<file path="src/rtl/fetch_pkg.sv">
// Shared fetch-stage types and constants.
package fetch_pkg;

    localparam int INSTR_W = 32;
    localparam int ADDR_W  = 32;

    localparam logic [ADDR_W-1:0]  PC_STEP    = 32'd4;
    localparam logic [ADDR_W-1:0]  ALIGN_MASK = 32'hFFFF_FFFC;
    localparam logic [INSTR_W-1:0] NOP_INSTR  = 32'h0000_0000;

    typedef enum logic {
        RUN,
        FAULT
    } fetch_state_t;

endpackage

</file>
<file path="src/rtl/instruction_fetch_if_id_reg.sv">
// IF/ID pipeline register: valid, instruction and its PC.
import fetch_pkg::*;

module if_id_reg (
    input  logic               clk,
    input  logic               rst,
    input  logic               flush,
    input  logic               load,
    input  logic [INSTR_W-1:0] next_instr,
    input  logic [ADDR_W-1:0]  next_pc,
    output logic               valid,
    output logic [INSTR_W-1:0] instr,
    output logic [ADDR_W-1:0]  pc
);

    always_ff @(posedge clk) begin
        if (rst) begin
            valid <= 1'b0;
            instr <= NOP_INSTR;
            pc    <= '0;
        end else if (flush) begin
            valid <= 1'b0;
        end else if (load) begin
            valid <= 1'b1;
            instr <= next_instr;
            pc    <= next_pc;
        end
    end

endmodule

</file>
<file path="src/rtl/instruction_fetch.sv">
// Fetch stage: PC, imem request, IF/ID handshake, redirect flush.
// Optional misaligned-redirect trap: define FETCH_MISALIGN_TRAP_EN.
import fetch_pkg::*;

module instruction_fetch #(
    parameter logic [ADDR_W-1:0] RESET_PC = 32'h0000_0000
) (
    input  logic               clk,
    input  logic               rst,
    output logic [ADDR_W-1:0]  imem_addr,
    input  logic [INSTR_W-1:0] imem_instr,
    output logic               if_valid,
    input  logic               if_ready,
    output logic [INSTR_W-1:0] if_instr,
    output logic [ADDR_W-1:0]  if_pc,
    output logic [ADDR_W-1:0]  if_pc_plus4,
    input  logic               redirect_valid,
    input  logic [ADDR_W-1:0]  redirect_target,
    output logic               fetch_fault
);

    fetch_state_t      state, state_d;
    logic [ADDR_W-1:0] pc, pc_d;
    logic              load, flush;

    always_ff @(posedge clk) begin
        if (rst) begin
            state <= RUN;
            pc    <= RESET_PC;
        end else begin
            state <= state_d;
            pc    <= pc_d;
        end
    end

    always_comb begin
        state_d = state;
        pc_d    = pc;
        load    = 1'b0;
        flush   = 1'b0;
        if (redirect_valid) begin
            flush = 1'b1;
`ifdef FETCH_MISALIGN_TRAP_EN
            // Misaligned target: trap and keep the old pc frozen
            if (redirect_target[1:0] != 2'b00) begin
                state_d = FAULT;
            end else begin
                state_d = RUN;
                pc_d    = redirect_target;
            end
`else
            pc_d = redirect_target & ALIGN_MASK;
`endif
        end else if (state == RUN && (!if_valid || if_ready)) begin
            load = 1'b1;
            pc_d = pc + PC_STEP;
        end
    end

    if_id_reg u_if_id (
        .clk        (clk),
        .rst        (rst),
        .flush      (flush),
        .load       (load),
        .next_instr (imem_instr),
        .next_pc    (pc),
        .valid      (if_valid),
        .instr      (if_instr),
        .pc         (if_pc)
    );

    assign imem_addr   = pc;
    assign if_pc_plus4 = if_pc + PC_STEP;

`ifdef FETCH_MISALIGN_TRAP_EN
    assign fetch_fault = (state == FAULT);
`else
    assign fetch_fault = 1'b0;
`endif

endmodule

</file>
<file path="config.mk">
export PLATFORM = sky130hd
export DESIGN_NAME = instruction_fetch
export DESIGN_NICKNAME = d
export VERILOG_FILES = /design/src/rtl/fetch_pkg.sv /design/src/rtl/instruction_fetch_if_id_reg.sv /design/src/rtl/instruction_fetch.sv
export SDC_FILE = /design/constraint.sdc
export NUM_CORES = 1
export LEC_CHECK = 0
export BUFFER_PORTS_ARGS = -buffer_cell sky130_fd_sc_hd__buf_2
export CAP_MARGIN = 20
export CORE_ASPECT_RATIO = 1.75
export CORE_MARGIN = 2
export CORE_UTILIZATION = 45
export CTS_BUF_LIST = sky130_fd_sc_hd__clkbuf_8
export DETAILED_ROUTE_END_ITERATION = 8
export MAX_ROUTING_LAYER = met4
export PLACE_DENSITY = 0.76
export SYNTH_ARGS = -nofsm -noshare
export SYNTH_HDL_FRONTEND = slang
export SYNTH_SLANG_ARGS = --single-unit
</file>
<file path="constraint.sdc">
create_clock -name clk -period 1.95 [get_ports clk]
set_input_delay 0.4875 -clock clk [delete_from_list [all_inputs] [get_ports clk]]
set_output_delay 0.4875 -clock clk [all_outputs]
set_load 0.005 [all_outputs]
</file>
## Word-level counts from Yosys, hierarchy flattened

Cells that the tools add are included.

- Add/subtract/negate cells: 2
- $mul: 0
- Div/mod/pow operators: 0
- Order comparisons: 0
- Eq/ne operators: 0
- Shifts and indexed selects: 0
- Mux-type cells: 5
- Bitwise operators: 1
- Reductions and logical operators: 6

Operators with widths:

| kind | number |
|---|---|
| $add A32 B3 Y32 const B | 2 |
| $mux W32 | 2 |
| $reduce_or A2 Y1 | 2 |
| $mux W1 | 3 |
| $reduce_and A2 Y1 | 1 |
| $reduce_bool A2 Y1 | 1 |
| $logic_not A1 Y1 | 1 |
| $logic_or A1 B1 Y1 | 1 |
| $not A1 Y1 | 1 |

- Register bits after elaboration: 97
- Latch bits: 0
- RAM bits: 0
- Memory bits (read-only): 0
- Input bits: 68
- Output and inout port bits: 130
- Logic and storage cells: 19
- Memories kept: 0

## Longest topological paths before layout

Gate-level depths: netlist of the first run.

- Word-level depth: 5
- Depth in mapped cells: 6
- Gate-level depth less buffers: 5

## Modules after synthesis

Synthesis of the first run repeated with hierarchy kept, for this count alone.

- Cells, all modules: 629
- Area, all modules: 5791.8 um2

By module, submodules not included:

| module | times used | cells each | area each (um2) | sequential area each (um2) |
|---|---|---|---|---|
| if_id_reg | 1 | 295 | 3194.3 | 1301.2 |
| instruction_fetch | 1 | 334 | 2597.5 | 600.6 |

## Worst setup path after synthesis of the first run

No wires, ideal clock.

- Kind: register -> output
- Start point: register u_if_id.pc[9]
- End point: output port if_pc_plus4[22]
- Arrival: 1573 ps
- Data required time: 1462 ps
- Slack: -111 ps
- Stages on the path, launching flop included: 5
- Buffers on the path: 0
- Path through: dfxtp_1 -> nand4_1 -> nor4_2 -> nand4_1 -> xnor2_1

- Word-level cells in the longest chain between the ends: 1

RTL lines:

| what | RTL line | text |
|---|---|---|
| from (decl) | instruction_fetch_if_id_reg.sv:13 | `output logic [ADDR_W-1:0] pc` |
| from (signal assigned) | instruction_fetch_if_id_reg.sv:26 | `pc <= next_pc;` |
| $add A32 B3 Y32 | instruction_fetch.sv:73 | `assign if_pc_plus4 = if_pc + PC_STEP;` |
| to (decl) | instruction_fetch.sv:16 | `output logic [ADDR_W-1:0] if_pc_plus4,` |

Every way passes these cells.

## Worst setup path in the final report of the first run

- Start point: register u_if_id.pc[11]
- End point: output port if_pc_plus4[22]

Same word-level chain as after synthesis.

==> reports/qor.csv, run 1 <==
metric,value,unit
synth_ff_type,dfxtp_1,
fin_skew,0.0100,ns
synth_most_common_cell,nand2_1,
setup_ws,-0.420,ns
synth_top_area_cell,dfxtp_1,
hold_ws,0.354,ns
cts_tree,built,
area_delta_synth_final,42.5,%
slowest_stage,dfxtp_2,
nets,890,
core_area,0.00985,mm2
crit_type,flip-flop to output pin,
crit_top_cell,nand4_1,
yosys-top-cells-area,"dfxtp_1, nand2_1, a21oi_1",
crit_family,simple AND/OR/NAND/NOR gates,
critPathCaptureType,output pin,
crit_path_max_fanout,8,
detailedPlace.worstSlack,-0.123,ns
initial_utilization,0.462,
ios,198,
avgRoutedWirePerCell,15.1,um
grt_usage,0.260,
maxCapViolCount,0,
drive_above_1_share,0.387,
cts_buffers,9,
synth_cell_types,47,
min_period,2.37,ns
overflow,0,
internal_power,2950,uW
clockBufferDepth,2,
syn_area,0.00455,mm2
htree_num_levels,3,
wl,14400,um
switchingPower,1100,uW
synth.avg_cell_area,7.81,um2
ys_seq_area_frac,0.409,
p_per_area,624,mW/mm2
clkPwrFrac,0.312,
synth_edf_count,0,
p_comb_frac,0.171,
finalSetupTns,-7.82,ns
outcome,finished with violations,
slew_viol_final,0,
failed_checks,negative setup slack,
num_vias,5114,
antenna_found_initial,0,
gp_congestion,0.924,
cpPeakStageDelay,0.34,ns
num_antenna_cells,0,
grt_start_max_net_pins,49,
die_h,137,um
final_area,0.00649,mm2
drc_errors,0,
cts.clk_slew.worst_paths,0.09,ns
syn_inst,583,
sw_frac_of_total,0.272,
dp_hpwl,10800,um
ant_nets,0,
finalHoldViolations,0,
detail_route.first_pass.iterations,7,
placed_cell_area,0.00601,mm2
rows,48,
cp.required,1.46,ns
arrival,1.88,ns
crit_chain,nand4_1 -> buf_4 -> nor4_4 -> buf_6 -> nand4_1 -> xnor2_1 -> buf_2,
start_kind,flip-flop,
setup_viol,26,
placement.io_buffers,188,
synth_top_cell_area_share,0.409,
synth-seq-cells,93,
die_w,80.0,um
peakVddDrop,0.399,mV
leakage,0.00294,uW
ys_async_sr_fraction,0,
grt_pass1_wl,22200,um
grt_pass1_vias,4910,
p_seq_frac,0.517,
rsz0062_at_grt,yes,
ctsHoldBuffers,0,
dieArea,0.0110,mm2
period_share,1.22,
synth_warnings,0,
viasPerCell,5.38,
cp_num_buf_inv,3,
cts-root-buf,clkbuf_8,
clock_latency,0.36,ns
hp-class,primary input to flip-flop,
ys_top_cells_by_count,"nand2_1, dfxtp_1, a21oi_1",
fmax,0.422,GHz
cts_sinks,93,
drt_iter0_markers,299,
worst paths after layout:
path / from / endpoint / slack [ns] / cells past startpoint
worst max-delay path: u_if_id.pc[11] / if_pc_plus4[22] / -0.42 / 7
worst min-delay path: redirect_target[27] / imem_addr[27] / 0.35 / 2
worst max register to register: imem_addr[13] / imem_addr[25] / 0.09 / 4
worst min register to register: u_if_id.instr[14] / u_if_id.instr[14] / 0.45 / 2
layout by cell type (no fill, tap or decap), drive strengths merged, types with 2 or more instances in the layout:
master and count:
and2 3, nand2 148, dfxtp 93, o31a 2
xor2 7, or4 10, inv 12, clkinvlp 2
ha 2, a211oi 8, buf 264, o21ai 4
nor3 6, a311oi 12, clkbuf 10, or3 5
and4 9, a21oi 65, nand3 28, a2111oi 2
conb 7, nand4 21, o211ai 3, and3 5
a31oi 3, o31ai 9, nor4 9, xnor2 30
nor2 34, nor3b 2
power groups by stage:
stage	sequential (uW)	clock, uW	combinational (uW)
after floorplan	2160	0	295
after global placement	2130	0	660
after detailed placement	2140	0	683
after CTS	2090	1300	689
after global routing	2110	1370	762
final	2100	1260	693
routing by layer:
layer | vias to the layer above | GRT usage | part of all wire
met3 | 43 | 0.0449 | 0.052
met2 | 192 | 0.473 | 0.55
li1 | 2491 | - | -
met1 | 2388 | 0.260 | 0.36
met5 | - | - | 0
met4 | 0 | 0.138 | 0.037
layout make-up:
| cell class | count | area (um2) |
|---|---|---|
| fill | 841 | 3360 |
| multi-input combinational | 442 | 2620 |
| sequential | 93 | 1880 |
| timing repair buffer | 264 | 1610 |
| tap | 125 | 156 |
| clock buffer | 10 | 138 |
| clock inverter | 6 | 56.3 |
| inverter | 10 | 37.5 |
cells by family after synthesis:
| kind of cell | count (synthesis) | share of synthesized area |
|---|---|---|
| other | 1 | 0.000824 |
| AND/OR/NAND/NOR | 284 | 0.300 |
| AO/OA/AOI/OAI | 112 | 0.152 |
| adder cells (fa/ha/maj) | 2 | 0.00550 |
| flip-flops | 93 | 0.409 |
| XOR/XNOR | 37 | 0.0712 |
| buffers and inverters | 54 | 0.0613 |
through the flow:
step,instances,power (uW),utilization
after global routing,950,4240,0.659
after CTS,944,4080,0.648
after global placement,921,2790,0.610
after detailed placement,921,2820,0.610
final,950,4050,0.659
after floorplan,589,2460,-
state kept, by name, summed over array words and instances (netlist names):
| name | cells |
|---|---|
| u_if_id.pc | 30 |
| imem_addr | 30 |
| u_if_id.instr | 32 |
| u_if_id.valid | 1 |
what timing repair did:
action,4_1_cts,5_1_grt
endpoints found under the setup margin,29,30
buffers inserted,7,8
cloned,0,0
pin swaps,21,15
resized for setup,37,15
Power figures use the tool's default switching activity.
==> run 2: changes to the inputs <==
--- a/config.mk
+++ b/config.mk
@@ -5,7 +5,7 @@
 export SDC_FILE = /design/constraint.sdc
 export NUM_CORES = 1
 export LEC_CHECK = 0
-export BUFFER_PORTS_ARGS = -buffer_cell sky130_fd_sc_hd__buf_2
+export BUFFER_PORTS_ARGS = -buffer_cell sky130_fd_sc_hd__buf_4
 export CAP_MARGIN = 20
 export CORE_ASPECT_RATIO = 1.75
 export CORE_MARGIN = 2
==> run 2 against run 1 <==
Against the previous run: flip-flop and latch count unchanged; combinational power up 14%; clock skew up 0.0038 ns; utilization up 3.8 points; first-iteration DRC count down 1.7%; sequential share of layout area down 1.6 points; the run still ends with negative setup slack left; highest routed layer unchanged; largest cell class unchanged; clock power about the same; critical path type unchanged.
==> reports/qor.csv, run 2 (same netlist as run 1, synthesis figures left out) <==
metric,value,unit,change
worst-r2r-cell-count,4,,unchanged
grt_pass1_vias,4799,,was 4910
maxCapViolCount,0,,unchanged
cp.required,1.46,ns,about the same
grt_usage,0.259,,was 0.260
finalHoldViolations,0,,unchanged
largest_reg_flops,32,,unchanged
cts_tree,built,,unchanged
grt_start_max_net_pins,42,,was 49
core_area,0.00985,mm2,unchanged
final_cell_mix,"buf_4, nand2_1, dfxtp_1, a21oi_1, nor2_1",,"was buf_2, nand2_1, dfxtp_1, a21oi_1, buf_4"
gp_congestion,0.905,,was 0.924
ios,198,,unchanged
num_antenna_cells,0,,unchanged
cpPeakStageDelay,0.34,ns,about the same
setup_ws,-0.390,ns,was -0.420 ns
avgRoutedWirePerCell,15.2,um,was 15.1 um
slowest_stage,dfxtp_2,,unchanged
crit_type,flip-flop to output pin,,unchanged
drc_errors,0,,unchanged
dieArea,0.0110,mm2,unchanged
period_share,1.20,,was 1.22
initial_utilization,0.462,,unchanged
fmax,0.427,GHz,was 0.422 GHz
use_met2,0.462,,was 0.473
num_vias,5103,,was 5114
dp_hpwl,10900,um,was 10800 um
min-delay-start,redirect_target[27],,unchanged
final_common_cell,buf_4,,was buf_2
critPathCaptureType,output pin,,unchanged
leakage,0.00294,uW,about the same
cts.clk_slew.worst_paths,0.09,ns,about the same
crit_family,simple AND/OR/NAND/NOR gates,,unchanged
clock_latency,0.37,ns,was 0.36 ns
finalSetupTns,-6.98,ns,was -7.82 ns
detail_route.first_pass.iterations,5,,was 7
fin_skew,0.0138,ns,was 0.0100 ns
busiest_layer,met2,,unchanged
overflow,0,,unchanged
top_register,u_if_id.instr,,unchanged
peakVddDrop,0.521,mV,was 0.399 mV
p_per_area,609,mW/mm2,was 624 mW/mm2
hp-class,primary input to flip-flop,,unchanged
crit_path_max_fanout,8,,unchanged
rows,48,,unchanged
clockBufferDepth,2,,unchanged
die_w,80.0,um,unchanged
power,4180,uW,was 4050 uW
cts_buffers,9,,unchanged
outcome,finished with violations,,unchanged
grt.met1_usage,0.283,,was 0.260
min_period,2.34,ns,was 2.37 ns
placement.io_buffers,188,,unchanged
htree_num_levels,3,,unchanged
rsz0062_at_grt,yes,,unchanged
ant_nets,0,,unchanged
start_kind,flip-flop,,unchanged
whs_endpoint,imem_addr[27],,unchanged
wl,14300,um,was 14400 um
drt_iter0_markers,294,,was 299
failed_checks,negative setup slack,,unchanged
arrival,1.85,ns,was 1.88 ns
grt_pass1_wl,22200,um,about the same
viasPerCell,5.41,,was 5.38
cp_num_buf_inv,3,,unchanged
antenna_found_initial,0,,unchanged
slew_viol_final,0,,unchanged
setup_viol,26,,unchanged
cts-root-buf,clkbuf_8,,unchanged
area_delta_synth_final,50.8,%,was 42.5%
critical_path.reg2reg.startpoint,imem_addr[13],,unchanged
drive_above_1_share,0.384,,was 0.387
crit_chain,nand4_1 -> buf_6 -> nor4_4 -> buf_6 -> nand4_1 -> xnor2_1 -> buf_4,,was nand4_1 -> buf_4 -> nor4_4 -> buf_6 -> nand4_1 -> xnor2_1 -> buf_2
hold_path_depth,2,,unchanged
reg2reg_slack,0.10,ns,was 0.09 ns
globalRouteMet3Util,0.0376,,was 0.0449
r2r_end,imem_addr[21],,was imem_addr[25]
cts_sinks,93,,unchanged
die_h,137,um,unchanged
nets,883,,was 890
-- run 2: area by class of cell --
class	instances	area, um2
Sequential cell	93	1880
Fill cell	828	2990
Clock buffer	13	179
Multi-Input combinational cell	442	2610
Tap cell	125	156
Timing Repair Buffer	257	1980
Clock inverter	3	26.3
Inverter	10	37.5
-- run 2: power breakdown --
group          internal (uW)  switching (uW)  leakage (uW)  total, uW
clock network            613             674      0.000106       1290
logic                    425             369       0.00206        793
registers               2010            91.3      0.000770       2100
-- run 2: metrics by stage --
step           cells  utilization  hold slack [ns]  worst slack (ns)  area, um2
2_1_floorplan    589            -            0.453            0.0237       4620
6_report         943        0.697            0.340            -0.390       6860
3_3_place_gp     920        0.654            0.442           -0.0651       6440
4_1_cts          940        0.689            0.329            -0.404       6780
5_1_grt          943        0.697            0.325            -0.488       6860
3_5_place_dp     920        0.654            0.447           -0.0990       6440
-- run 2: how the worst max path moves through the flow --
stage,start,end,slack (ns),cells after the start
floorplan,u_if_id.pc[6],if_pc_plus4[31],0.02,4
global placement,u_if_id.pc[5],if_pc_plus4[31],-0.07,6
detailed placement,u_if_id.pc[5],if_pc_plus4[31],-0.1,6
CTS,u_if_id.pc[9],if_pc_plus4[28],-0.40,7
global route,u_if_id.pc[9],if_pc_plus4[26],-0.49,7
finish,u_if_id.pc[9],if_pc_plus4[28],-0.39,7
-- run 2: per-layer routing --
layer | vias to the layer above | share of wire
li1 | 2494 | -
met1 | 2372 | 0.37
met2 | 208 | 0.55
met3 | 29 | 0.055
met4 | 0 | 0.026
met5 | - | 0
-- run 2: repair_timing --
action,CTS,global route
resized for setup,29,12
buffers inserted,4,3
pin swaps,20,8
cloned,0,0
setup endpoints to repair,25,34
hold buffers,0,0
